<file path="config.mk">
export PLATFORM = sky130hd
export DESIGN_NAME = mem_stage
export DESIGN_NICKNAME = d
export VERILOG_FILES = /design/src/rtl/mem_stage.sv
export SDC_FILE = /design/constraint.sdc
export NUM_CORES = 1
export LEC_CHECK = 0
export ABC_AREA = 1
export BUFFER_PORTS_ARGS = -buffer_cell sky130_fd_sc_hd__buf_4
export CAP_MARGIN = 10
export CORE_ASPECT_RATIO = 2
export CORE_MARGIN = 4
export CORE_UTILIZATION = 55
export CTS_CLUSTER_DIAMETER = 100
export DETAILED_ROUTE_END_ITERATION = 8
export MAX_ROUTING_LAYER = met4
export PLACE_DENSITY = 0.85
export SYNTH_ARGS = -nofsm -noshare
export SYNTH_HDL_FRONTEND = slang
export SYNTH_SLANG_ARGS = --single-unit
</file>
<file path="constraint.sdc">
create_clock -name clock_i -period 2.4 [get_ports clock_i]
set_clock_uncertainty 0.1 [all_clocks]
set_input_delay 0.36 -clock clock_i [delete_from_list [all_inputs] [get_ports clock_i]]
set_output_delay 0.36 -clock clock_i [all_outputs]
set_load 0.005 [all_outputs]
</file>
<file path="src/rtl/mem_stage.sv">
// Memory-access pipeline stage: passes ALU results through to writeback or runs one
// request/grant/response data-memory transaction at a time, stalling upstream meanwhile.
module mem_stage #(
  parameter int XLEN = 32
) (
  input  logic            clock_i,
  input  logic            nreset_i,
  input  logic [XLEN-1:0] alu_result_i,
  input  logic            alu_bubble_i,
  input  logic [3:0]      mem_op_i,
  input  logic [XLEN-1:0] store_data_i,
  input  logic [4:0]      rd_i,
  input  logic            stall_i,
  output logic            stall_o,
  output logic            dmem_req_o,
  output logic            dmem_we_o,
  output logic [XLEN-1:0] dmem_addr_o,
  output logic [3:0]      dmem_be_o,
  output logic [XLEN-1:0] dmem_wdata_o,
  input  logic            dmem_gnt_i,
  input  logic            dmem_rvalid_i,
  input  logic [XLEN-1:0] dmem_rdata_i,
  output logic [XLEN-1:0] wb_data_o,
  output logic [4:0]      wb_rd_o,
  output logic            wb_bubble_o,
  output logic            misalign_o
);

  localparam logic [3:0] OP_NONE = 4'd0;
  localparam logic [3:0] OP_LB   = 4'd1;
  localparam logic [3:0] OP_LH   = 4'd2;
  localparam logic [3:0] OP_LW   = 4'd3;
  localparam logic [3:0] OP_LBU  = 4'd4;
  localparam logic [3:0] OP_LHU  = 4'd5;
  localparam logic [3:0] OP_SB   = 4'd6;
  localparam logic [3:0] OP_SH   = 4'd7;
  localparam logic [3:0] OP_SW   = 4'd8;

  typedef enum logic [1:0] {
    IDLE = 2'd0,
    REQ  = 2'd1,
    RESP = 2'd2
  } state_t;

  state_t          r_state;
  state_t          w_nextState;

  logic [XLEN-1:0] r_addr;
  logic [XLEN-1:0] r_wdata;
  logic [XLEN-1:0] r_wbData;
  logic [3:0]      r_op;
  logic [3:0]      r_be;
  logic [4:0]      r_rd;
  logic [4:0]      r_wbRd;
  logic            r_we;
  logic            r_wbBubble;
  logic            r_misalign;

  logic [XLEN-1:0] w_wdata;
  logic [XLEN-1:0] w_lane;
  logic [XLEN-1:0] w_loadData;
  logic [3:0]      w_be;
  logic            w_opValid;
  logic            w_isByte;
  logic            w_isHalf;
  logic            w_isWord;
  logic            w_isStore;
  logic            w_isMem;
  logic            w_misaligned;

  // Opcodes 9-15 are not memory ops; bubbled instructions never touch memory.
  always_comb begin
    w_opValid    = (mem_op_i <= OP_SW);
    w_isByte     = (mem_op_i == OP_LB) || (mem_op_i == OP_LBU) || (mem_op_i == OP_SB);
    w_isHalf     = (mem_op_i == OP_LH) || (mem_op_i == OP_LHU) || (mem_op_i == OP_SH);
    w_isWord     = (mem_op_i == OP_LW) || (mem_op_i == OP_SW);
    w_isStore    = (mem_op_i == OP_SB) || (mem_op_i == OP_SH) || (mem_op_i == OP_SW);
    w_isMem      = w_opValid && (mem_op_i != OP_NONE) && !alu_bubble_i;
    w_misaligned = (w_isHalf && alu_result_i[0]) ||
                   (w_isWord && (alu_result_i[1:0] != 2'b00));
    w_be         = 4'b1111;
    w_wdata      = store_data_i;
    if (w_isByte) begin
      w_be    = 4'b0001 << alu_result_i[1:0];
      w_wdata = {4{store_data_i[7:0]}};
    end else if (w_isHalf) begin
      w_be    = 4'b0011 << alu_result_i[1:0];
      w_wdata = {2{store_data_i[15:0]}};
    end
  end

  always_comb begin
    w_lane     = dmem_rdata_i >> {r_addr[1:0], 3'b000};
    w_loadData = w_lane;
    case (r_op)
      OP_LB:   w_loadData = {{24{w_lane[7]}}, w_lane[7:0]};
      OP_LBU:  w_loadData = {24'd0, w_lane[7:0]};
      OP_LH:   w_loadData = {{16{w_lane[15]}}, w_lane[15:0]};
      OP_LHU:  w_loadData = {16'd0, w_lane[15:0]};
      default: w_loadData = w_lane;
    endcase
  end

  always_ff @(posedge clock_i or negedge nreset_i) begin
    if (!nreset_i) begin
      r_state <= IDLE;
    end else begin
      r_state <= w_nextState;
    end
  end

  always_comb begin
    w_nextState = r_state;
    case (r_state)
      IDLE:    if (!stall_i && w_isMem && !w_misaligned) w_nextState = REQ;
      REQ:     if (dmem_gnt_i) w_nextState = r_we ? IDLE : RESP;
      RESP:    if (dmem_rvalid_i) w_nextState = IDLE;
      default: w_nextState = IDLE;
    endcase
  end

  // misalign is a single-cycle pulse, so it clears on every edge it is not set.
  always_ff @(posedge clock_i or negedge nreset_i) begin
    if (!nreset_i) begin
      r_addr     <= '0;
      r_wdata    <= '0;
      r_wbData   <= '0;
      r_op       <= OP_NONE;
      r_be       <= 4'b0000;
      r_rd       <= 5'd0;
      r_wbRd     <= 5'd0;
      r_we       <= 1'b0;
      r_wbBubble <= 1'b1;
      r_misalign <= 1'b0;
    end else begin
      r_misalign <= 1'b0;
      case (r_state)
        IDLE: begin
          if (!stall_i) begin
            if (!w_isMem) begin
              r_wbData   <= alu_result_i;
              r_wbRd     <= rd_i;
              r_wbBubble <= alu_bubble_i || !w_opValid;
            end else if (w_misaligned) begin
              r_misalign <= 1'b1;
              r_wbBubble <= 1'b1;
            end else begin
              r_addr     <= alu_result_i;
              r_op       <= mem_op_i;
              r_rd       <= rd_i;
              r_be       <= w_be;
              r_wdata    <= w_wdata;
              r_we       <= w_isStore;
              r_wbBubble <= 1'b1;
            end
          end
        end
        RESP: begin
          if (dmem_rvalid_i) begin
            r_wbData   <= w_loadData;
            r_wbRd     <= r_rd;
            r_wbBubble <= 1'b0;
          end
        end
        default: ;
      endcase
    end
  end

  assign stall_o      = (r_state != IDLE);
  assign dmem_req_o   = (r_state == REQ);
  assign dmem_we_o    = r_we;
  assign dmem_addr_o  = {r_addr[XLEN-1:2], 2'b00};
  assign dmem_be_o    = r_be;
  assign dmem_wdata_o = r_wdata;
  assign wb_data_o    = r_wbData;
  assign wb_rd_o      = r_wbRd;
  assign wb_bubble_o  = r_wbBubble;
  assign misalign_o   = r_misalign;

endmodule
</file>
* Word-level counts from Yosys, hierarchy flattened
Index checks and enable logic that the tools add are counted.
** Word-level totals
- Memories :: 0
- Bits in latches :: 0
- Memory bits (writable) :: 0
- Input port bits :: 111
- Logic and storage cells :: 90
- Register bits :: 119
- ROM bits :: 0
** Cells by class
- Divide/modulo/power cells :: 0
- Muxes and demuxes :: 26
- Bitwise operators :: 2
- Shifts and indexed selects :: 3
- Add/subtract/negate cells :: 0
- $lt $le $gt $ge :: 1
- Reductions and logical operators :: 28
- Equal/unequal tests :: 19
- Multiply operators :: 0
** Operators by type and width (count)
- 32-bit 2-to-1 mux :: 5
- 32-bit case mux with 4 select lines :: 1
- 32-bit case mux with 2 select lines :: 1
- 32-bit by 5-bit >> shifter with 32-bit output :: 1
- 4-bit by 3-bit == test with 1-bit output (second input constant) :: 6
- 5-bit 2-to-1 mux :: 3
- 4-bit by 2-bit == test with 1-bit output (second input constant) :: 3
- 5-bit case mux with 2 select lines :: 1
- 1-bit logical OR :: 9
- 4-bit by 1-bit == test with 1-bit output (second input constant) :: 2
- 2-bit 2-to-1 mux :: 4
- 4-bit 2-to-1 mux :: 2
- 2-bit != test (second input constant) :: 4
- 4-bit AND reduction :: 2
- 1-bit 2-to-1 mux :: 7
- 1-bit logical AND :: 6
- 2-bit case mux with 3 select lines :: 1
- 3-bit AND reduction :: 2
- 2-bit nonzero test :: 3
- 4-bit == test (second input constant) :: 1
- 4-bit less-or-equal comparator (second input constant) :: 1
- 1-bit zero test :: 4
- 4-bit nonzero test :: 1
- 1-bit by 2-bit << shifter with 4-bit output (first input constant) :: 1
- 7 further kinds :: 8

* Logic depth before layout (Yosys ltp)
- Depth after elaboration :: 9
- Mapped depth :: 12

* Worst setup path after synthesis
No wires, ideal clock.
- Path kind :: input-to-reg
- Start point :: input port mem_op_i[3]
- End point :: register r_be[0], in the netlist dmem_be_o[0]
- Cell stages on the path :: 11
- Setup time :: 123 ps
- Required time :: 2177 ps
- Arrival time :: 1458 ps
- Buffers on the path :: 3
- Slack :: 719 ps
- Cells stage by stage :: nor2_2 -> nand3_2 -> nand2_1 -> nand2_2 -> nand2_4 -> buf_6 -> nor2_4 -> buf_6 -> buf_6 -> nand2_1 -> nand2_1
** Between the ends
- Word-level cells in the longest chain between the ends :: 7
- Elaborated cells on any way between the ends :: 24
** Ends and longest elaborated chain
- from (decl) :: line 10 : input logic [3:0] mem_op_i,
- branches (longest 7 deep; another with 4-bit less-or-equal comparator)
- to (signal assigned) :: line 151 : r_be <= w_be;
- to (decl) :: line 52 : logic [3:0] r_be;
Parallel ways; which one is timed is not known.
A chain may end at the register's enable or synchronous reset.

* Worst setup path after layout
- Start point :: register r_addr[0]
- End point :: register r_wbData[18], in the netlist wb_data_o[18]
** Between the ends
- Word-level cells in the longest chain between the ends :: 4
** Ends and longest elaborated chain
- from (decl) :: line 48 : logic [XLEN-1:0] r_addr;
- from (signal assigned) :: line 148 : r_addr <= alu_result_i;
- 32-bit by 5-bit >> shifter with 32-bit output :: line 93 : w_lane = dmem_rdata_i >> {r_addr[1:0], 3'b000};
- 32-bit case mux with 4 select lines :: line 95 : case (r_op)
- 32-bit 2-to-1 mux :: line 159 : if (dmem_rvalid_i) begin
- 32-bit case mux with 2 select lines :: line 137 : case (r_state)
- to (signal assigned) :: line 141 : r_wbData <= alu_result_i;
- to (signal assigned) :: line 160 : r_wbData <= w_loadData;
- to (decl) :: line 50 : logic [XLEN-1:0] r_wbData;
Every way passes these cells. The select of a mux whose other input is x is not followed.

==> run summary <==
For the number of remaining DRC errors, the log shows 0. The count of max-cap constraint violations came out at 0. After Yosys synthesis, XOR and XNOR cells account for 0% of the synthesized area. After Yosys synthesis, full adders, half adders and majority gates account for 0.755% of the synthesized area.

The fraction of layout instances using a drive strength above 1 came out at 24.3%. Ratio of final minimum period to clock period: 87.9%. The final critical-path required period was 2.11 ns. The tools report the number of global-route vias before repair as 6,687. The post-CTS clock slew at the launch and capture registers of the worst setup and hold paths works out to 0.06 ns. Total routing usage reported by global routing: 31.3%. Setup repair after global routing left no endpoint under its margin. Sequential elements use 44.9% of the synthesized area.

The clock network burns 31.3% of the power. Measured against its own limit, the worst slew margin works out to 38.3%. The H-tree was split into 4 levels. The starting density of the core is 56.3%, and the post-synthesis average cell area is 6.95 µm².

The number of distinct library cell variants in the gate-level netlist after synthesis was 26; the total negative slack was 0 ns. The count of final max-slew check failures came out at 0. The tools report the worst endpoint required time as 2.65 ns. After detailed routing, the number of vias per cell comes to 5.30. The post-synthesis simple-gate area fraction was 34.8%. The tools report the total overflow reported by the global router as 0. Port buffering added 218 buffers.

For the area enclosed by the die boundary, the log shows 14,000 µm². The routed layout has 6,787 vias. After detailed routing, the total wire length is 20,900 µm. The logs give 0 for the final number of hold-violating endpoints and 2 for the maximum buffer depth of the clock tree. Total power for the finished layout comes to 8.75 mW.

The finished layout holds 1,281 standard cells, fillers aside. The number of antenna repair diodes is 0, and the setup violation total in the final timing report is 0. The clock reaches the later pin of the worst-skew pair after 0.41 ns. The main combinational cell family by area after synthesis is simple AND/OR/NAND/NOR gates. In this run, the combinational gates consume 33.9% of the power.

Internal power comes to 5.84 mW. The post-placement cell count was 1,248. Entering global routing, the biggest net connects 79 pins. The number of nets at the end of the flow came out at 1,238.

At the end of routability-driven placement, the weighted congestion stood at 0.955. The average wire per standard cell was 16.3 µm. The die span in y came out at 163 µm. The number of top-level design ports is 221. Along the worst path, the maximum fanout reaches 46. The tools report the element type at the critical path start as a register. Compared with the post-synthesis result, the final layout area differs by 32.5%. The number of antenna-violating nets in the routed design is 0, and the slew of the pin with the lowest slew margin is 0.922 ns.

In this run the power density over the cells is 995 nW/µm². The root buffer cell chosen for the clock tree is clkbuf_16. The classification of the worst setup path is register to register. The region available for standard cell placement spans 11,800 µm². In this run, CTS created clock tree buffers numbering 17. Registers are responsible for 34.7% of the overall power. The tools report the endpoint kind of the worst setup timing path as a register.

The tools report the global-route wire length before repair as 33,100 µm. The final design area excluding fillers was 8790 µm². The worst slack on hold paths is 0.0609 ns.

Across all register-to-register paths, the minimum setup slack is 0.29 ns. The worst-case IR drop observed on VDD is 0.584 mV. In this run the cell area of the synthesized design comes to 6630 µm². Summing all placed instances gives a cell area of 8140 µm². The logs give 0 for the number of antenna violations at the first check in global routing and 5 for the detailed-routing iteration count for the pre-antenna-repair pass. For this run, the number of Yosys warnings is 0. The run gives 4.78 nW as the leakage power summed over all cells. The HPWL after detailed placement was 15,000 µm.

Measured along the x axis, the die boundary spans 85.6 µm. The tools report the data arrival at the endpoint of the critical path as 2.35 ns. The path class of the tightest hold or removal check is primary input to register. The proportion of total power due to net switching came out at 33.2%. TritonCTS built the clock tree. The logs give 56 for the site row count and 0 for the number of cells upsized or downsized after cts. The run gives 119 as the number of sinks handled by clock tree synthesis.

The run finished with clean final reports. Counting flops and latches in the post-synthesis netlist gives 119. The switching component of the power is 2.90 mW, and the proportion of synthesized area in mux cells is 0.755%. Timing would allow up to 474 MHz.

The detailed router finished its first iteration with 368 violations. Synthesis produced 954 cells. The synthesized netlist devotes 9.09% of its cell area to compound gates.
per-layer routing:
layer,up-vias,global-route usage [%],part of all wire (%)
met5,-,-,0
met4,0,17.1,5.1
li1,3291,-,-
met3,76,5.25,6.9
met2,337,53.9,53
met1,3083,33.9,35
final cells by class:
type / count / area (µm²)
tap: 145 / 181
fill: 937 / 2980
clock buffer: 21 / 470
multi-input combinational: 710 / 3040
timing repair buffer: 234 / 1800
clock inverter: 11 / 171
inverter: 41 / 154
sequential: 119 / 2980
kinds of logic after synthesis:
logic type,after synthesis
buffers and inverters,126
DFF,119
and+or+nand+nor,582
adders and majority gates,4
muxes,5
AOI/OAI and AO/OA,117
other,1
per-stage QoR:
step	setup slack, ns	utilization, %
after floorplan	0.719	-
after global placement	0.337	69.1
after detailed placement	0.303	69.1
after CTS	0.323	74.7
after global routing	0.111	74.7
final	0.291	74.7
layout by cell type, fill, tap and decap left out:
cell	n
nand2_1	442
buf_4	230
dfrtp_1	118
o21ai_0	109
nor2_1	70
nand3_1	51
inv_1	39
clkbuf_16	17
o211ai_1	7
nor3_1	7
mux2i_1	5
clkinvlp_4	5
ha_1	4
bufinv_16	4
nand2_2	3
nor2_4	3
clkbuf_8	3
buf_12	3
nor2_2	2
clkinv_1	2
conb_1	2
nand3_2	1
nand4_4	1
a21oi_1	1
nand2_4	1
nand4_1	1
clkbuf_1	1
clkinv_4	1
clkinv_2	1
dlygate4sd3_1	1
dfstp_2	1
power groups by stage:
stage                     combinational [mW]  clock [mW]  sequential [mW]
final                                   2.97        2.74             3.04
after detailed placement                2.96           0             3.05
after CTS                               2.98        2.77             3.04
after global placement                  2.90           0             3.03
after floorplan                         1.59           0             3.01
after global routing                    3.29        2.88             3.11
worst max-delay path: stages (launching register included):
cell and delay, ns:
dfrtp_1 0.34, buf_4 0.36, nand2_1 0.09, nand3_1 0.13, nand4_1 0.50, nand3_1 0.38
nand2_1 0.08, nand2_1 0.06
flip-flops by register name, summed over array words and instances (netlist names):
name	flops
r_rd	5
r_op	4
dmem_we_o	1
misalign_o	1
dmem_be_o	4
r_addr	32
wb_bubble_o	1
r_state	2
wb_data_o	32
dmem_wdata_o	32
wb_rd_o	5
cell usage after synthesis (all sizes together):
| cell | count | area share, % |
|---|---|---|
| dfrtp | 118 | 45 |
| nand4 | 2 | 0.28 |
| buf | 50 | 5.3 |
| conb | 1 | 0.057 |
| clkbuf | 35 | 2.0 |
| nand2 | 446 | 25 |
| ha | 4 | 0.75 |
| clkinv | 2 | 0.11 |
| a21oi | 1 | 0.075 |
| mux2i | 5 | 0.75 |
| nor2 | 75 | 4.5 |
| inv | 39 | 2.2 |
| dfstp | 1 | 0.40 |
| o21ai | 109 | 8.2 |
| nand3 | 52 | 4.0 |
| o211ai | 7 | 0.79 |
| nor3 | 7 | 0.53 |
path summary, 6_finish.rpt:
path | from | endpoint | cells past startpoint
max | r_addr[0] | wb_data_o[18] | 7
min | alu_result_i[4] | r_addr[4] | 3
max reg2reg | r_addr[0] | wb_data_o[18] | 7
min reg2reg | wb_data_o[11] | wb_data_o[11] | 2
max in group asynchronous | nreset_i | wb_data_o[30] | 3
min in group asynchronous | nreset_i | r_addr[18] | 2
timing repair:
| item | in CTS | in global routing |
|---|---|---|
| hold buffers | 1 | 0 |
| endpoints found under the hold margin | 28 | 0 |
| buffers inserted | 0 | 0 |
(Power assumes the default switching activity.)
